==> src/rtl/math_pkg.sv <==
// Shared definitions for the math_equation pipeline and its result buffer.
// The result width is derived from the operand width so both stages agree on it.
package math_pkg;

  localparam int EQ_WIDTH = 16;

  function automatic int res_w(input int width);
    return 2 * width + 2;
  endfunction

  localparam int RES_W = res_w(EQ_WIDTH);

  typedef logic signed [RES_W-1:0] result_t;

  localparam int DROP_CNT_W = 16;

endpackage

==> src/rtl/sync_fifo.sv <==
// Generic first-word-fall-through FIFO: registered storage, wrapping pointers,
// a separate occupancy counter and registered full/empty flags.
module sync_fifo #(
  parameter  int W     = 8,
  parameter  int DEPTH = 8,
  localparam int AW    = $clog2(DEPTH),
  localparam int LW    = AW + 1
) (
  input  logic          clk,
  input  logic          rst,
  input  logic          push_i,
  input  logic          pop_i,
  input  logic [W-1:0]  data_i,
  output logic [W-1:0]  data_o,
  output logic [LW-1:0] level_o,
  output logic          full_o,
  output logic          empty_o
);

  logic [W-1:0]  r_mem [DEPTH];
  logic [AW-1:0] r_wr_ptr;
  logic [AW-1:0] r_rd_ptr;
  logic [LW-1:0] r_level;
  logic          r_full;
  logic          r_empty;

  logic          w_pop;
  logic          w_push;
  logic [LW-1:0] w_level_nxt;

  // A push into a full FIFO is only legal when the head leaves on the same edge.
  assign w_pop  = pop_i && !r_empty;
  assign w_push = push_i && (!r_full || w_pop);

  always_comb begin
    w_level_nxt = r_level;
    if (w_push && !w_pop) w_level_nxt = r_level + LW'(1);
    else if (w_pop && !w_push) w_level_nxt = r_level - LW'(1);
  end

  // NOTE: storage has no reset; contents are only observable once a push
  // has written them, and leaving it out keeps the array a plain RAM.
  always_ff @(posedge clk) begin
    if (w_push) r_mem[r_wr_ptr] <= data_i;
  end

  // NOTE: all state uses non-blocking assignments so every register samples
  // pre-edge values, independent of block ordering.
  always_ff @(posedge clk) begin
    if (rst) begin
      r_wr_ptr <= '0;
      r_rd_ptr <= '0;
      r_level  <= '0;
      r_full   <= 1'b0;
      r_empty  <= 1'b1;
    end else begin
      if (w_push) r_wr_ptr <= r_wr_ptr + AW'(1);
      if (w_pop)  r_rd_ptr <= r_rd_ptr + AW'(1);
      r_level <= w_level_nxt;
      r_full  <= (w_level_nxt == LW'(DEPTH));
      r_empty <= (w_level_nxt == '0);
    end
  end

  // Gate the head read so the output is a defined zero while empty.
  assign data_o  = r_empty ? '0 : r_mem[r_rd_ptr];
  assign level_o = r_level;
  assign full_o  = r_full;
  assign empty_o = r_empty;

endmodule

==> src/rtl/math_result_buffer.sv <==
// Buffers math_equation results in a FWFT FIFO, re-presents them on valid/ready,
// counts overflow drops and tracks signed min/max of accepted results.
module math_result_buffer
  import math_pkg::*;
#(
  parameter  int WIDTH = 16,
  parameter  int DEPTH = 8,
  localparam int DW    = res_w(WIDTH),
  localparam int LW    = $clog2(DEPTH) + 1
) (
  input  logic                  clk,
  input  logic                  rst,
  input  logic                  valid_i,
  input  logic signed [DW-1:0]  data_i,
  input  logic                  clr_i,
  output logic                  valid_o,
  input  logic                  ready_i,
  output logic signed [DW-1:0]  data_o,
  output logic [LW-1:0]         level_o,
  output logic                  full_o,
  output logic                  empty_o,
  output logic                  overflow_o,
  output logic [DROP_CNT_W-1:0] drop_cnt_o,
  output logic signed [DW-1:0]  min_o,
  output logic signed [DW-1:0]  max_o,
  output logic                  stats_valid_o
);

  localparam logic [DROP_CNT_W-1:0] DROP_CNT_MAX = '1;

  logic                  w_full;
  logic                  w_empty;
  logic                  w_pop;
  logic                  w_push;
  logic                  w_drop;
  logic [DW-1:0]         w_fifo_q;

  logic                  r_overflow;
  logic [DROP_CNT_W-1:0] r_drop_cnt;
  logic signed [DW-1:0]  r_min;
  logic signed [DW-1:0]  r_max;
  logic                  r_stats_valid;

  assign w_pop  = !w_empty && ready_i;
  assign w_push = valid_i && (!w_full || w_pop);
  assign w_drop = valid_i && w_full && !w_pop;

  sync_fifo #(
    .W     (DW),
    .DEPTH (DEPTH)
  ) u_fifo (
    .clk     (clk),
    .rst     (rst),
    .push_i  (w_push),
    .pop_i   (w_pop),
    .data_i  (data_i),
    .data_o  (w_fifo_q),
    .level_o (level_o),
    .full_o  (w_full),
    .empty_o (w_empty)
  );

  // A same-cycle clear wins over history but not over the event in that cycle:
  // a drop restarts the count at one, a push seeds fresh statistics.
  always_ff @(posedge clk) begin
    if (rst) begin
      r_overflow    <= 1'b0;
      r_drop_cnt    <= '0;
      r_min         <= '0;
      r_max         <= '0;
      r_stats_valid <= 1'b0;
    end else begin
      if (w_drop) begin
        r_overflow <= 1'b1;
        if (clr_i)                           r_drop_cnt <= DROP_CNT_W'(1);
        else if (r_drop_cnt != DROP_CNT_MAX) r_drop_cnt <= r_drop_cnt + DROP_CNT_W'(1);
      end else if (clr_i) begin
        r_overflow <= 1'b0;
        r_drop_cnt <= '0;
      end

      if (w_push) begin
        if (!r_stats_valid || clr_i) begin
          r_min         <= data_i;
          r_max         <= data_i;
          r_stats_valid <= 1'b1;
        end else begin
          if (data_i < r_min) r_min <= data_i;
          if (data_i > r_max) r_max <= data_i;
        end
      end else if (clr_i) begin
        r_min         <= '0;
        r_max         <= '0;
        r_stats_valid <= 1'b0;
      end
    end
  end

  assign valid_o       = !w_empty;
  assign empty_o       = w_empty;
  assign full_o        = w_full;
  assign data_o        = w_fifo_q;
  assign overflow_o    = r_overflow;
  assign drop_cnt_o    = r_drop_cnt;
  assign min_o         = r_min;
  assign max_o         = r_max;
  assign stats_valid_o = r_stats_valid;

endmodule

==> config.mk <==
export PLATFORM = sky130hd
export DESIGN_NAME = math_result_buffer
export DESIGN_NICKNAME = d
export VERILOG_FILES = /design/src/rtl/math_pkg.sv /design/src/rtl/sync_fifo.sv /design/src/rtl/math_result_buffer.sv
export SDC_FILE = /design/constraint.sdc
export NUM_CORES = 1
export LEC_CHECK = 0
export CORE_AREA = 5 5 174 176
export CTS_BUF_LIST = sky130_fd_sc_hd__clkbuf_16
export CTS_CLUSTER_DIAMETER = 80
export DETAILED_ROUTE_END_ITERATION = 6
export DIE_AREA = 0 0 179 181
export PLACE_DENSITY = 0.78
export SLEW_MARGIN = 20
export SYNTH_ARGS = -nofsm -noshare
export SYNTH_HDL_FRONTEND = slang
export SYNTH_SLANG_ARGS = --single-unit
==> constraint.sdc <==
create_clock -name clk -period 8.11 [get_ports clk]
set_input_delay 1.622 -clock clk [delete_from_list [all_inputs] [get_ports clk]]
set_output_delay 1.622 -clock clk [all_outputs]
set_load 0.01 [all_outputs]
==> metrics.txt, run 1 <==
Fin. Hold Viols 0; # IOs 166; Post-synth ARST share 0; clock transition at the registers of the reported paths 0.06 ns; global-route wire length before repair 56.1 mm; hpwl dp 23.7 mm; Resize count post-CTS 0; Lkg Pwr 6.41 nW; syn nets 1,132; crit path launch type flip-flop; Row Count 62; Clock Latency Late Sink 0.52 ns; Fin Setup TNS 0 ns; FF+latch count, synth 373; GP Congestion 0.848; skew final 0.0126 ns; Max Slew Vio Count 0; synthesized instance count 1,021; Largest stage delay, worst path 0.83 ns; Total Routing Usage GR 0.227; final std cells w/o fill 1,615; Yosys cell types 56; share of layout cells above drive strength 1 0.132; top-count cell post-synth edfxtp_1; FMAX 196 MHz; cts bufs inserted 38; critical path's slowest cell dfxtp_4; Port Buffer Count 165; Netlist Area Pre-Place 15,700 um^2; critical path peak fanout 35; sequential area share after synthesis 0.651; max_cap viols 0; leading area contributor after synthesis edfxtp_1; cell count after placement 1,545; remaining antenna violation count 0; DRT Pass-1 Iters 5; CTS root buffer clkbuf_16; ys flop type edfxtp_1; NumNets Final 1,313; DRC 0; Final Setup Violations 0; initial antenna violation count 1; pwr dens 248 nW/um^2; Final period util 0.628; Synth top area share 0.522; CP Capture Type primary output; starting density of the core 0.550; largest cells by area after synthesis edfxtp_1 (52%), dfxtp_1 (13%), mux4_2 (9.8%), ha_1 (5.8%), a32o_1 (2.2%); core area 28,500 um^2; synth warn 0; VDD IR max 124 uV; Sink Count 373; Worst Hold Class flip-flop to flip-flop; largest net degree at the start of global routing 39; RSZ-0062 raised after global routing no; crit-path cells buf_4, mux4_2, mux2i_1, nor2_1, clkdlybuf4s50_1; EDFF count, synth 272; Via density 5.89; Required @ worst endpoint 6.49 ns; most frequent cells after synthesis edfxtp_1 (272), dfxtp_1 (101), nor2_1 (76); vias in the first global route 9,682; Die ar. 32,400 um^2; fin crit period 5.10 ns; gr ovfl total 0; H-tree lvl count 2; mean routed wirelength per cell 22.6 um; Slew headroom 0.256; vias 9,505; Detailed Route WL 36.5 mm; postcts setup bufs 0; Max Buffers Root-to-Sink 3; mean post-synth cell area 15.3 um^2; die width 179 um; Area growth, synth to finish 21.7%; Top delay family on crit path buffers and inverters; hold buffers post-CTS 0; drt initial violations 942; Slew @ Worst Pin 1.11 ns; # diodes 0; die height 181 um; outcome finished clean; CTS tree done; critical path class flip-flop to primary output; worst path bufs/invs 2; CP arrival 3.47 ns
[cell families (layout without fill, tap and decap cells)]
logic type                 count (synthesis)  after routing  share of synthesized area
AOI/OAI and AO/OA                        150            150                     0.0725
DFF                                      373            373                      0.651
and+or+nand+nor                          184            184                     0.0552
adders and majority gates                 72             72                     0.0575
muxes                                    103            103                      0.120
buffers and inverters                    119            329                     0.0327
xor gates and xnor gates                  20             20                     0.0112
[worst paths after layout]
path,start,to,slack (ns),depth (start not counted)
max,flip-flop,data_o[30],3.01,5
min,u_fifo.r_rd_ptr[1]$_SDFFE_PP0P_,flip-flop,0.47,2
max reg2reg,max_o[24]$_SDFFE_PP0P_,max_o[2]$_SDFFE_PP0P_,4.65,10
min reg2reg,u_fifo.r_rd_ptr[1]$_SDFFE_PP0P_,flip-flop,0.47,2
[tightest hold or removal path, delay by kind of cell, from the launching register on]
kind	cells	cell delay, ns
and+or+nand+nor	1	0.05
AOI/OAI and AO/OA	1	0.07
DFF	1	0.31
[sequential cells by signal, indices dropped and copies added (netlist names), named ones only]
signal and count:
min_o 34, u_fifo.full_o 1, drop_cnt_o 16, u_fifo.r_mem 272
u_fifo.r_wr_ptr 3, overflow_o 1, u_fifo.empty_o 1, u_fifo.level_o 4
max_o 34, u_fifo.r_rd_ptr 3, stats_valid_o 1
[area by class of cell]
cell class	instances	area, um^2
sequential	373	10200
fill	1982	9410
multi-input combinational	529	5020
timing repair buffer	186	1810
clock buffer	39	976
tap	384	480
clock inverter	30	299
inverter	74	278
[metal layers]
layer  wire length (um)  vias to the layer above  GRT usage
li1                   -                     4316          -
met1              15500                     4748      0.323
met2              17300                      377      0.361
met3               2900                       62     0.0445
met4                819                        2     0.0623
met5                  7                        -          0
[per-stage QoR]
stage | hold WS [ns] | total power [mW] | cell area (um^2) | util | setup WS, ns
after global routing | 0.505 | 4.93 | 19100 | 0.670 | 2.72
after CTS | 0.479 | 4.77 | 19100 | 0.669 | 2.85
final | 0.475 | 4.73 | 19100 | 0.670 | 3.01
after detailed placement | 0.471 | 3.01 | 17800 | 0.625 | 2.78
after global placement | 0.456 | 2.99 | 17800 | 0.624 | 2.80
after floorplan | 0.454 | 2.67 | 15700 | - | 2.37
[layout by cell type (no fill, tap or decap), drive strengths merged, types with 39 or more instances in the layout]
master / synthesis / final
a21oi: 39 / 39
clkbuf: 20 / 39
clkdlybuf4s50: 0 / 165
dfxtp: 101 / 101
edfxtp: 272 / 272
ha: 72 / 72
inv: 73 / 84
mux4: 68 / 68
nand2: 39 / 39
nor2: 76 / 76
[report_power, final]
group	internal [mW]	switching (mW)
registers	2.13	0.115
logic	0.383	0.341
clock network	1.07	0.693
total	3.58	1.15
No activity file was read; power rests on OpenSTA's default activity.
==> inputs of run 2 (changes only) <==
- clock period: 8.11 -> 4.7 ns (I/O delays scaled with it)
==> metrics.txt, run 2 (synthesis results as in run 1) <==
Worst Hold Class flip-flop to flip-flop; drt initial violations 986 (+4.7%); starting density of the core 0.550 (unchanged); vias 9,932 (+4.5%); Lkg Pwr 6.57 nW (+2.5%); final worst slack 0.788 ns (-2.23 ns); NumNets Final 1,343 (+2.3%); cts bufs inserted 37 (-2.6%); max_cap viols 0 (unchanged); Final period util 0.832; initial antenna violation count 0 (-1); die width 179 um (unchanged); Resize count post-CTS 0 (unchanged); Total Routing Usage GR 0.242 (+0.0149); Clock Latency Late Sink 0.52 ns (about the same); Fin Hold WS 0.481 ns (+0.00627 ns); largest net degree at the start of global routing 33 (-15%); Detailed Route WL 39.0 mm (+7.0%); DRC 0 (unchanged); cell count after placement 1,577 (+2.1%); final std cells w/o fill 1,645 (+1.9%); FMAX 256 MHz; skew final 0.0134 ns (+0.000845 ns); Required @ worst endpoint 3.76 ns (-2.73 ns); Slew @ Worst Pin 0.767 ns (-0.343 ns); placed instance area 18,100 um^2 (+1.9%); vias in the first global route 10,121 (+4.5%); Via density 6.04 (+2.6%); most common cell after layout, fill and taps aside edfxtp_1; share of layout cells above drive strength 1 0.156 (+0.0246); mean routed wirelength per cell 23.7 um (+5.0%); pwr dens 423 nW/um^2 (+71%); VDD IR max 293 uV (+140%); CP Capture Type primary output; Fin Setup TNS 0 ns (unchanged); CTS tree done; Sink Count 373 (unchanged); clock transition at the registers of the reported paths 0.06 ns (about the same); remaining antenna violation count 0 (unchanged); fin crit period 3.91 ns; crit path launch type flip-flop; critical path class flip-flop to primary output; critical path peak fanout 22 (-37%); Area growth, synth to finish 23.6%; hold buffers post-CTS 0 (unchanged); Largest register FFs 272 (unchanged); final instance area 19,400 um^2 (+1.6%); # IOs 166 (unchanged); Total Power 8.20 mW (+73%); DRT Pass-1 Iters 6 (+1); outcome finished clean; gr ovfl total 0 (unchanged); Die ar. 32,400 um^2 (unchanged); Fin. Hold Viols 0 (unchanged); Port Buffer Count 165 (unchanged); Core Util, Final 0.680 (+0.0106); global-route wire length before repair 59.6 mm (+6.1%); H-tree lvl count 2 (unchanged); Setup WS pre-CTS 0.707 ns (-2.07 ns); commonest non-fill, non-tap cells in the layout edfxtp_1 (272), clkdlybuf4s50_1 (165), dfxtp_1 (97), inv_1 (76), nor2_1 (73); Max Slew Vio Count 0 (unchanged); Final Setup Violations 0 (unchanged); Max Buffers Root-to-Sink 3 (unchanged); largest register by flop count u_fifo.r_mem; # diodes 0 (unchanged); GP Congestion 0.836 (-1.4%); CTS root buffer clkbuf_16; Slew headroom 0.486 (+0.230); CP arrival 2.97 ns (-0.50 ns); core area 28,500 um^2 (unchanged); RSZ-0062 raised after global routing no; postcts setup bufs 0 (unchanged); die height 181 um (unchanged); hpwl dp 25.4 mm (+7.1%); Row Count 62 (unchanged)
==> run 2: cell types whose count changed in the layout (fill, tap and decap cells not counted) <==
cell,delta
clkinvlp_2,+1
nor3_4,-1
nor4_2,-1
clkinv_2,+5
clkinvlp_4,-2
nor3_2,+1
buf_4,+24
clkbuf_16,+2
buf_12,+7
nor4_4,+1
inv_2,+1
bufinv_16,-2
inv_8,-1
inv_1,-5
==> run 2: critical path, stage by stage, from the launching register on <==
cell and delay, ns:
dfxtp_4 0.66, buf_4 0.46, mux4_2 0.55, mux2i_1 0.22, nor2_1 0.07, clkdlybuf4s50_1 0.49
==> run 2: final cells by class <==
cell class / count / area, um^2
fillers: 1935 / 9100
flip-flops and latches: 373 / 10200
repair buffers: 217 / 2130
well taps: 384 / 480
clock inverters: 27 / 228
clock buffers: 41 / 1030
inverters: 74 / 278
multi-input cells: 529 / 5030
==> run 2: per-layer routing <==
layer / global-route usage / share of wire / up-vias
met5: 0 / 0 / -
met4: 0.0706 / 0.032 / 0
met3: 0.0508 / 0.092 / 92
met2: 0.393 / 0.48 / 481
met1: 0.332 / 0.40 / 4983
li1: - / - / 4376
==> run 2: worst paths after layout <==
path | start | end | cells past startpoint | slack (ns)
worst max register to register | u_fifo.empty_o$_SDFF_PP1_ | u_fifo.r_mem[7][25]$_DFFE_PP_ | 6 | 1.87
worst min-delay path | overflow_o$_SDFFE_PP0P_ | overflow_o$_SDFFE_PP0P_ | 2 | 0.48
worst max-delay path | flip-flop | data_o[10] | 5 | 0.79
worst min register to register | overflow_o$_SDFFE_PP0P_ | overflow_o$_SDFFE_PP0P_ | 2 | 0.48
==> run 2: report_power, final <==
part	switching, mW	internal, mW
Sequential	0.165	3.67
Clock	1.22	1.79
Combinational	0.657	0.692
Total	2.04	6.16
